## config.mk

```make
export PLATFORM = sky130hd
export DESIGN_NAME = seg_scan_driver
export DESIGN_NICKNAME = d
export VERILOG_FILES = /design/src/rtl/seg_scan_driver.sv
export SDC_FILE = /design/constraint.sdc
export NUM_CORES = 1
export LEC_CHECK = 0
export ABC_AREA = 0
export CELL_PAD_IN_SITES_DETAIL_PLACEMENT = 0
export CELL_PAD_IN_SITES_GLOBAL_PLACEMENT = 1
export CORE_UTILIZATION = 50
export CTS_CLUSTER_SIZE = 28
export DETAILED_ROUTE_END_ITERATION = 6
export PLACE_DENSITY = 0.88
export SLEW_MARGIN = 25
export SYNTH_ARGS = -nofsm -noshare
export SYNTH_HDL_FRONTEND = slang
export SYNTH_SLANG_ARGS = --single-unit
```

## constraint.sdc

```tcl
create_clock -name clk -period 3.2 [get_ports clk]
set_clock_uncertainty 0.05 [all_clocks]
set_input_delay 0.32 -clock clk [delete_from_list [all_inputs] [get_ports clk]]
set_output_delay 0.32 -clock clk [all_outputs]
set_load 0.03 [all_outputs]
```

## src/rtl/seg_scan_driver.sv

```systemverilog
// Multi-digit seven-segment driver: sequential double-dabble BCD conversion plus a
// free-running digit scan. Define SEG_LZB_EN to enable leading-zero blanking.
module seg_scan_driver #(
    parameter int NUM_DIGITS = 4,
    parameter int VALUE_W    = 14,
    parameter int SCAN_DIV   = 10000
) (
    input  logic                  clk,
    input  logic                  rst,
    input  logic [VALUE_W-1:0]    value,
    input  logic                  load,
    output logic                  busy,
    output logic                  overflow,
    output logic [6:0]            seg,
    output logic [NUM_DIGITS-1:0] an
);
    localparam int BW = 4 * NUM_DIGITS;
    localparam int CW = $clog2(VALUE_W + 1);
    localparam int PW = (SCAN_DIV > 1) ? $clog2(SCAN_DIV) : 1;
    localparam int IW = (NUM_DIGITS > 1) ? $clog2(NUM_DIGITS) : 1;
    localparam logic [6:0] SEG_BLANK = 7'b1111111;
    localparam logic [6:0] SEG_DASH  = 7'b1111110;

    typedef enum logic [1:0] {S_IDLE, S_SHIFT, S_COMMIT} state_t;

    state_t                state_q, state_d;
    logic [VALUE_W-1:0]    val_q, val_d;
    logic [BW-1:0]         bcd_q, bcd_d;
    logic [BW-1:0]         bcd_adj;
    logic                  ovf_acc_q, ovf_acc_d;
    logic [CW-1:0]         cnt_q, cnt_d;
    logic [BW-1:0]         disp_q, disp_d;
    logic                  ovf_q, ovf_d;
    logic [PW-1:0]         pre_q, pre_d;
    logic [IW-1:0]         idx_q, idx_d;
    logic [6:0]            seg_q, seg_d;
    logic [NUM_DIGITS-1:0] an_q, an_d;
    logic [NUM_DIGITS-1:0] blank;
    logic                  tick;

    function automatic logic [6:0] font(input logic [3:0] d);
        case (d)
            4'd0:    font = 7'b0000001;
            4'd1:    font = 7'b1001111;
            4'd2:    font = 7'b0010010;
            4'd3:    font = 7'b0000110;
            4'd4:    font = 7'b1001100;
            4'd5:    font = 7'b0100100;
            4'd6:    font = 7'b0100000;
            4'd7:    font = 7'b0001111;
            4'd8:    font = 7'b0000000;
            4'd9:    font = 7'b0000100;
            default: font = SEG_BLANK;
        endcase
    endfunction

    always_ff @(posedge clk or negedge rst) begin
        if (!rst) state_q <= S_IDLE;
        else      state_q <= state_d;
    end

    always_comb begin
        state_d = state_q;
        unique case (state_q)
            S_IDLE:   if (load) state_d = S_SHIFT;
            S_SHIFT:  if (cnt_q == CW'(VALUE_W - 1)) state_d = S_COMMIT;
            S_COMMIT: state_d = S_IDLE;
            default:  state_d = S_IDLE;
        endcase
    end

    always_comb begin
        busy = (state_q != S_IDLE);
    end

    // Double-dabble step; a bit leaving the top nibble means the value needs more digits.
    always_comb begin
        val_d     = val_q;
        bcd_d     = bcd_q;
        ovf_acc_d = ovf_acc_q;
        cnt_d     = cnt_q;
        disp_d    = disp_q;
        ovf_d     = ovf_q;
        bcd_adj   = bcd_q;
        for (int i = 0; i < NUM_DIGITS; i++) begin
            if (bcd_q[4*i +: 4] >= 4'd5) bcd_adj[4*i +: 4] = bcd_q[4*i +: 4] + 4'd3;
        end
        case (state_q)
            S_IDLE: begin
                if (load) begin
                    val_d     = value;
                    bcd_d     = '0;
                    ovf_acc_d = 1'b0;
                    cnt_d     = '0;
                end
            end
            S_SHIFT: begin
                bcd_d     = {bcd_adj[BW-2:0], val_q[VALUE_W-1]};
                ovf_acc_d = ovf_acc_q | bcd_adj[BW-1];
                val_d     = val_q << 1;
                cnt_d     = cnt_q + CW'(1);
            end
            S_COMMIT: begin
                disp_d = bcd_q;
                ovf_d  = ovf_acc_q;
            end
            default: ;
        endcase
    end

    always_comb begin
        blank = '0;
`ifdef SEG_LZB_EN
        begin
            logic run;
            run = 1'b1;
            for (int i = NUM_DIGITS - 1; i > 0; i--) begin
                run      = run & (disp_q[4*i +: 4] == 4'd0);
                blank[i] = run;
            end
            if (ovf_q) blank = '0;
        end
`endif
    end

    assign tick = (pre_q == PW'(SCAN_DIV - 1));

    // The output register latches the current index on a tick, then the index moves on.
    always_comb begin
        pre_d = tick ? '0 : pre_q + PW'(1);
        idx_d = idx_q;
        seg_d = seg_q;
        an_d  = an_q;
        if (tick) begin
            idx_d = (idx_q == IW'(NUM_DIGITS - 1)) ? '0 : idx_q + IW'(1);
            an_d  = '1;
            seg_d = SEG_BLANK;
            for (int i = 0; i < NUM_DIGITS; i++) begin
                if (idx_q == IW'(i)) begin
                    an_d[i] = 1'b0;
                    if (ovf_q)         seg_d = SEG_DASH;
                    else if (blank[i]) seg_d = SEG_BLANK;
                    else               seg_d = font(disp_q[4*i +: 4]);
                end
            end
        end
    end

    always_ff @(posedge clk or negedge rst) begin
        if (!rst) begin
            val_q     <= '0;
            bcd_q     <= '0;
            ovf_acc_q <= 1'b0;
            cnt_q     <= '0;
            disp_q    <= '0;
            ovf_q     <= 1'b0;
            pre_q     <= '0;
            idx_q     <= '0;
            seg_q     <= SEG_BLANK;
            an_q      <= '1;
        end else begin
            val_q     <= val_d;
            bcd_q     <= bcd_d;
            ovf_acc_q <= ovf_acc_d;
            cnt_q     <= cnt_d;
            disp_q    <= disp_d;
            ovf_q     <= ovf_d;
            pre_q     <= pre_d;
            idx_q     <= idx_d;
            seg_q     <= seg_d;
            an_q      <= an_d;
        end
    end

    assign overflow = ovf_q;
    assign seg      = seg_q;
    assign an       = an_q;

endmodule

```

==> results of run 1 <==
per-layer routing:
metal  track usage  up-vias
met2        0.3272       53
met4       0.08726        0
li1              -     1775
met5             0        -
met3       0.03546       22
met1        0.2639     1658
critical path, stage by stage (launching register included):
cell             delay (ps)
dfrtp_1                 790
or2_2                   220
clkdlybuf4s50_1         660
how the worst min path moves through the flow:
stage	to	depth (start not counted)
2_1_floorplan	bcd_q[0]	0
3_3_place_gp	pre_q[0]	1
3_5_place_dp	val_q[6]	2
4_1_cts	disp_q[12]	1
5_1_grt	pre_q[12]	1
6_report	pre_q[13]	1
cells by family after synthesis:
kind of cell | share of synthesized area
XOR/XNOR | 0.03564
multiplexers | 0.03269
buffers and inverters | 0.05707
flip-flops | 0.4370
adder cells (fa/ha/maj) | 0.09378
AO/OA/AOI/OAI | 0.1846
AND/OR/NAND/NOR | 0.1592
sequential cells by signal, summed over array words and instances (netlist names):
| register | flops |
|---|---|
| bcd_q | 16 |
| disp_q | 16 |
| pre_q | 14 |
| val_q | 14 |
| seg | 7 |
| an | 4 |
| cnt_q | 4 |
| idx_q | 2 |
| state_q | 2 |
| overflow | 1 |
| ovf_acc_q | 1 |
synth_stat cells (all sizes together) (10+ instances only):
master,count
nand3,13
buf,19
nand2,61
a22oi,13
nand2b,12
dfstp,11
mux2,10
dfrtp,70
xnor2,12
nor2,32
inv,30
a21oi,33
o21ai,67
ha,35
metrics by stage:
stage	hold slack [ps]	util
6_report	-74.95	0.5837
5_1_grt	9.900	0.5837
4_1_cts	119.3	0.5825
3_5_place_dp	420.4	0.5563
3_3_place_gp	407.6	0.5563
2_1_floorplan	-25.59	-
power groups by stage:
stage,combinational (mW),clock [mW],sequential (mW)
3_5_place_dp,1.41,0,1.68
6_report,1.41,0.889,1.67
2_1_floorplan,1.25,0,1.50
5_1_grt,1.62,0.953,1.73
3_3_place_gp,1.37,0,1.67
4_1_cts,1.42,0.911,1.66
cell type report:
class	count	area (µm²)	share of cell area
timing repair buffer	30	299.0	0.05762
clock buffer	10	127.6	0.02459
inverter	30	112.6	0.02170
clock inverter	5	105.1	0.02025
sequential	81	2041	0.3932
multi-input combinational	366	2370	0.4566
tap	108	135.1	0.02604
==> results.cfg, run 1 <==
[setup_path]
worstPathRequired_ps = 2830
crit_start = state_q[0]
r2r-start = state_q[0]
timing.rr.end = disp_q[2]
setup.worst_path.start_class = flip-flop
cp_max_fo = 20
cp-end-kind = primary output
r2r_slack_ps = 1050
endpoint = busy
critPathArrivalTime_ps = 2020
path_class = reg -> out
reg2regPathDepth = 3

[global_route]
grt_pass1_wl_um = 15640
track_usage = 0.2007
grt_max_degree = 82
overflow = 0
grt_antenna_before_repair = 0
grt_pass1_vias = 3429

[clock_tree]
worstSkewPairLatency_ps = 360
cts-resized-gates = 0
clock-sinks = 81
postCtsHoldBufs = 0
cts_tree = done
post_cts_buffers = 0
cts.htree.levels = 3
ctsLongestPathBuffers = 2
numCtsBuffers = 9
cts_root_buf = clkbuf_8
clk_pin_slew_ps = 80

[synth]
synthTopCellsByArea = dfrtp_1 38%, ha_1 9.4%, o21ai_0 6.4%, dfstp_2 6.2%, nand2_1 4.9%
syn_area_um2 = 4669
synth_largest_area_cell = dfrtp_1
yosysWarnings = 0
synth_top_area_frac = 0.3751
yosysUniqueCellTypes = 62
synth_cells = 501
yosys_register_bits = 81
synth-seq-area-share = 0.4370
synth_edf_count = 0
synth.net_count = 553
ys.flop_type = dfrtp_1
async_reset_ff_frac = 1.000
syn_avg_cell_area_um2 = 9.320

[status]
failed_checks = negative hold slack
status = complete, but fails checks

[placed_design]
globalplace.congestion = 0.8302
place_area_um2 = 4946
numPortBuffers = 29
dp_slack_ps = 1019
place_hpwl_um = 6237
dp.cells = 615

[pwr]
p_int_mw = 2.438
clockPowerShare = 0.224
netSwitchingPower_mw = 1.535
p_sw_frac = 0.3864
power_frac_comb = 0.356
p_total_mw = 3.973
seq_power_share = 0.420
power_density_nw_per_um2 = 765.6
max-vdd-ir-drop_mv = 0.4569
p_leak_nw = 2.164

[drt]
met3_length_um = 220
vias = 3508
first_iter_violations = 93
wl_per_cell_um = 14.27
post-route-drc-count = 0
dr.pass1.iters = 4
wl_met1_um = 4470
viasPerCell = 5.568
wl_met2_um = 4055
detail-route-antenna-nets = 0
drt_wl_total_um = 8988
top_layer_used = met4

[finish]
mostFrequentLayoutCells = 70 x dfrtp_1, 61 x nand2_1, 60 x o21ai_0
fill_cells = 793
area_growth_pct = 11.15
drive_above_1_share = 0.09579
diodes = 0
final_common_cell = dfrtp_1
fin_nets = 570
layoutNonFillerInstCount = 630
fin_area_um2 = 5190

[sta]
finalHoldViolCount = 70
fin_crit_sh = 0.7465
whs_ps = -74.95
fin_tns_setup_ps = 0
tightest_slew_ps = 838.2
fin_crit_ps = 2389
slew_headroom = 0.4399
rsz0062_at_grt = false
setup_viol = 0
setup_ws_ps = 811.1
slew_violations = 0
fmax_mhz = 418.6

[floorplan]
die_y_um = 98.64
die-area_um2 = 9730
die_x_um = 98.64
coreArea_um2 = 8891
floorplan.initialDensity = 0.5252
fp-row-count = 34
ios = 30

[hold_path]
hold_path.class = in -> async

[flow_run]
cap_violations = 0
(Power assumes the default switching activity.)
==> run 2, diff against run 1 <==
--- a/config.mk
+++ b/config.mk
@@ -8,10 +8,10 @@
 export ABC_AREA = 0
 export CELL_PAD_IN_SITES_DETAIL_PLACEMENT = 0
 export CELL_PAD_IN_SITES_GLOBAL_PLACEMENT = 1
-export CORE_UTILIZATION = 50
+export CORE_UTILIZATION = 46
 export CTS_CLUSTER_SIZE = 28
 export DETAILED_ROUTE_END_ITERATION = 6
-export PLACE_DENSITY = 0.88
+export PLACE_DENSITY = 0.82
 export SLEW_MARGIN = 25
 export SYNTH_ARGS = -nofsm -noshare
 export SYNTH_HDL_FRONTEND = slang
==> constraint.sdc (replaced) <==
create_clock -name clk -period 2.4 [get_ports clk]
set_clock_uncertainty 0.05 [all_clocks]
set_input_delay 0.24 -clock clk [delete_from_list [all_inputs] [get_ports clk]]
set_output_delay 0.24 -clock clk [all_outputs]
set_load 0.03 [all_outputs]
==> run 2 against run 1 <==
  * The run now ends clean
  * Worst setup slack lost 510 ps
  * Die area grew 8.5%
  * Core utilization shrank 4.8 points
  * Clock power grew 14%
  * Largest power group unchanged
==> results.cfg, run 2 (synthesis gave the netlist of run 1 again) <==
[pwr]
power_frac_comb = 0.376
netSwitchingPower_mw = 2.008
p_sw_frac = 0.3918
power_density_nw_per_um2 = 973.7
p_leak_nw = 2.206
clockPowerShare = 0.198
max-vdd-ir-drop_mv = 0.4933
p_total_mw = 5.124
p_int_mw = 3.116
seq_power_share = 0.426

[setup_path]
path_delay_family = buffers and inverters
path_buf_inv = 1
worstPathRequired_ps = 2110
cp_max_fo = 13
critPathArrivalTime_ps = 1810
reg2regPathDepth = 7
cp_slowest_stage_delay_ps = 600
cpMaxStageDelayCell = clkdlybuf4s50_1
path_cells = or2_2 -> clkdlybuf4s50_1
cp.depth = 2
setup.worst_path.start_class = flip-flop
cp-end-kind = primary output
path_class = reg -> out

[status]
status = finished clean

[finish]
fill_cells = 957
fin_nets = 579
fin_area_um2 = 5263
final_common_cell = dfrtp_1
top_regs = bcd_q x16, disp_q x16
drive_above_1_share = 0.1111
register_area_um2 = 2041
diodes = 0
layoutNonFillerInstCount = 664
area_growth_pct = 12.70
multi_input_area_um2 = 2362
mostFrequentLayoutCells = 70 x dfrtp_1, 61 x nand2_1, 60 x o21ai_0

[floorplan]
coreArea_um2 = 9819
fp-row-count = 36
die-area_um2 = 10560
ios = 30
die_x_um = 102.8
die_y_um = 102.8
floorplan.initialDensity = 0.4755

[clock_tree]
cts_tree = done
cts_root_buf = clkbuf_8
clk_pin_slew_ps = 80
cts.htree.levels = 3
ctsLongestPathBuffers = 2
post_cts_buffers = 0
clock-sinks = 81
worstSkewPairLatency_ps = 360
postCtsHoldBufs = 1
numCtsBuffers = 9
cts-resized-gates = 0

[flow_run]
cap_violations = 0

[global_route]
grt_pass1_vias = 3269
overflow = 0
track_usage = 0.1874
grt_max_degree = 46
grt_antenna_before_repair = 0
grt_pass1_wl_um = 15430

[placed_design]
globalplace.congestion = 0.8130
dp_slack_ps = 441.5
place_hpwl_um = 6723
dp.cells = 648
place_area_um2 = 5050
numPortBuffers = 29

[sta]
fin_crit_sh = 0.8759
fin_tns_setup_ps = 0
tightest_slew_ps = 816.2
setup_viol = 0
slew_headroom = 0.4547
slew_violations = 0
rsz0062_at_grt = false
fin_crit_ps = 2102
finalHoldViolCount = 0
setup_ws_ps = 297.7
fmax_mhz = 475.7

[drt]
post-route-drc-count = 0
dr.pass1.iters = 4
vias = 3522
drt_wl_total_um = 9152
detail-route-antenna-nets = 0
first_iter_violations = 155
viasPerCell = 5.304
wl_per_cell_um = 13.78

[hold_path]
hold_path.class = in -> async
==> run 2: area by class of cell <==
class / count / area share
Multi-Input combinational cell: 366 / 0.4489
Sequential cell: 81 / 0.3878
Timing Repair Buffer: 39 / 0.07180
Tap cell: 133 / 0.03162
Clock buffer: 11 / 0.02877
Inverter: 30 / 0.02140
Clock inverter: 4 / 0.009748
==> run 2: power by group through the flow <==
stage	clock (mW)	sequential (mW)	combinational, mW
floorplan	0	2.00	1.66
global placement	0	2.19	1.89
detailed placement	0	2.21	1.94
CTS	1.05	2.18	1.95
global route	1.09	2.26	2.24
finish	1.01	2.18	1.93
==> run 2: path summary, 6_finish.rpt <==
check / start / slack (ps) / end
worst min-delay path: rst / 340 / pre_q[13]
worst max register to register: disp_q[5] / 490 / seg[3]
max in group asynchronous: rst / 1370 / bcd_q[15]
worst max-delay path: state_q[1] / 300 / busy
min in group clk: an[2] / 430 / an[2]
worst min register to register: an[2] / 430 / an[2]
==> run 2: routing by layer <==
metal / global-route usage / share of wire / vias up / wire length, µm
li1: - / - / 1787 / -
met1: 0.2639 / 0.50 / 1676 / 4547
met2: 0.2862 / 0.46 / 46 / 4191
met3: 0.03864 / 0.029 / 13 / 266
met4: 0.06826 / 0.016 / 0 / 146
met5: 0 / 0 / - / 0
==> run 2: through the flow <==
stage | util | hold slack [ps]
6_report | 0.5359 | 337.7
5_1_grt | 0.5359 | 392.7
4_1_cts | 0.5359 | 344.9
3_5_place_dp | 0.5143 | 189.4
3_3_place_gp | 0.5143 | 184.7
2_1_floorplan | - | -105.6
==> RTL edit (settings of run 2) <==
Re-encode `state_t` (3 states) as one-hot, 3 bits wide.
--- a/src/rtl/seg_scan_driver.sv
+++ b/src/rtl/seg_scan_driver.sv
@@ -23,3 +23,3 @@
 
-    typedef enum logic [1:0] {S_IDLE, S_SHIFT, S_COMMIT} state_t;
+    typedef enum logic [2:0] {S_IDLE = 3'b001, S_SHIFT = 3'b010, S_COMMIT = 3'b100} state_t;
 
Check against the original RTL: same outputs for any inputs over 10 cycles, from zero or initial values and one cycle with rst low; not proved beyond that.
==> RTL edit against run 2 <==
  * Cell count down 1.2%
  * Synthesized area grew 2.1%
  * Sequential cell count increased by 1
  * Wire length is 1.4% lower
  * Count of clock-buffer cells in the layout down 2
  * Cell area increased by 1.2%
  * Sequential share of layout area about the same
  * Setup slack got worse by 0.21 ns
Power is not compared: it rests on default switching activity, and its combinational part moved more than twofold at a synthesized area within 25%.
==> RTL edit: results (changes against run 2) <==
Yosys
  • Sequential area share after synthesis: 43.3% (was 43.7%)
  • Syn avg cell area: 9.59 um2 (was 9.32 um2)
  • Syn_nets: 549 (was 553)
  • Yosys top cell area share: 36.7% (was 37.5%)
  • Compound-cell area share of the yosys netlist: 15.8% (was 18.5%)
  • Top post-synthesis cells by area: dfrtp_1 37%, ha_1 9.2%, dfstp_2 6.6%, nand2_1 4.6%, o21ai_1 4.0% (was dfrtp_1 38%, ha_1 9.4%, o21ai_0 6.4%, dfstp_2 6.2%, nand2_1 4.9%)
  • Mux cell area share after synthesis: 5.67% (was 3.27%)

Placed design
  • Pre-CTS WS: 0.424 ns (was 0.441 ns)
  • Placed Instances: 639 (was 648)
  • Placement Cell Area: 0.00512 mm2 (was 0.00505 mm2)
  • Final HPWL from detailed placement: 6.30 mm (was 6.72 mm)

Cells and area
  • Clk tree area frac: 3.64% (was 3.85%)
  • Buffer share of cell area: 6.82% (was 7.18%)
  • Non-clock buffers: 37 (was 39)
  • Final Net Count: 570 (was 579)
  • Fraction of area in registers: 38.8% (about the same)
  • Layout cells sized above 1: 10.9% (was 11.1%)
  • Inverters: 28 (was 30)
  • Area growth syn-to-layout: 11.7% (was 12.7%)

Status
  • Outcome: completed (unchanged)

GRT
  • First-pass GRT wire length: 15.7 mm (was 15.4 mm)
  • Largest net degree at the start of global routing: 53 (was 46)
  • Met3 GRT Util: 4.03% (was 3.86%)
  • Gr usage total: 17.9% (was 18.7%)
  • Met1 Usage GRT: 24.7% (was 26.4%)

Worst setup path
  • Crit-path slowest cell: dfstp_2 (was clkdlybuf4s50_1)
  • Reg2reg setup slack: 0.37 ns (was 0.49 ns)
  • Reg-to-Reg Start: idx_q[1]$_DFFE_PN0N_ (was disp_q[5]$_DFFE_PN0N_)
  • Crit path from: state_q[0]$_DFFE_PN1P_ (was state_q[1]$_DFFE_PN0P_)

STA
  • Achievable frequency: 433 MHz (was 476 MHz)
  • Rel. slew slack: 59.9% (was 45.5%)

Route
  • Final Routed Wirelength: 9.02 mm (was 9.15 mm)
  • M1 WL: 4.37 mm (was 4.55 mm)
  • Routed WL per cell: 13.8 um (about the same)
  • Met3 routed WL: 365 um (was 266 um)
  • Met2 wire len: 4.21 mm (was 4.19 mm)
  • 1st-iter DRT viols: 135 (was 155)
  • Via density per instance: 5.38 (was 5.30)

Die
  • Die area: 0.0108 mm2 (was 0.0106 mm2)
==> RTL edit: cell types whose count changed in the layout (fill, tap and decap cells not counted), sizes merged, moves of 4 or more <==
cell	run 2	this run
a221oi	1	5
a22oi	13	0
o21ai	67	73
a21oi	33	15
mux2i	4	18
o211ai	5	0
a22o	1	5
==> RTL edit: cells by family after synthesis <==
family / after synthesis
flip-flops: 82
multiplexers: 26
XOR/XNOR: 22
adder cells (fa/ha/maj): 35
buffers and inverters: 55
AO/OA/AOI/OAI: 124
AND/OR/NAND/NOR: 153
==> RTL edit: where the power goes <==
part | total, W | switching, W | internal [W]
Clock | 0.000985 | 0.000578 | 0.000407
Combinational | 0.000640 | 0.000363 | 0.000276
Sequential | 0.00167 | 0.000121 | 0.00155
==> RTL edit: critical path: cells and delay by family, from the launching register on <==
kind / cells / cell delay [ns]
flip-flops: 1 / 0.61
buffers and inverters: 1 / 0.60
AND/OR/NAND/NOR: 1 / 0.45
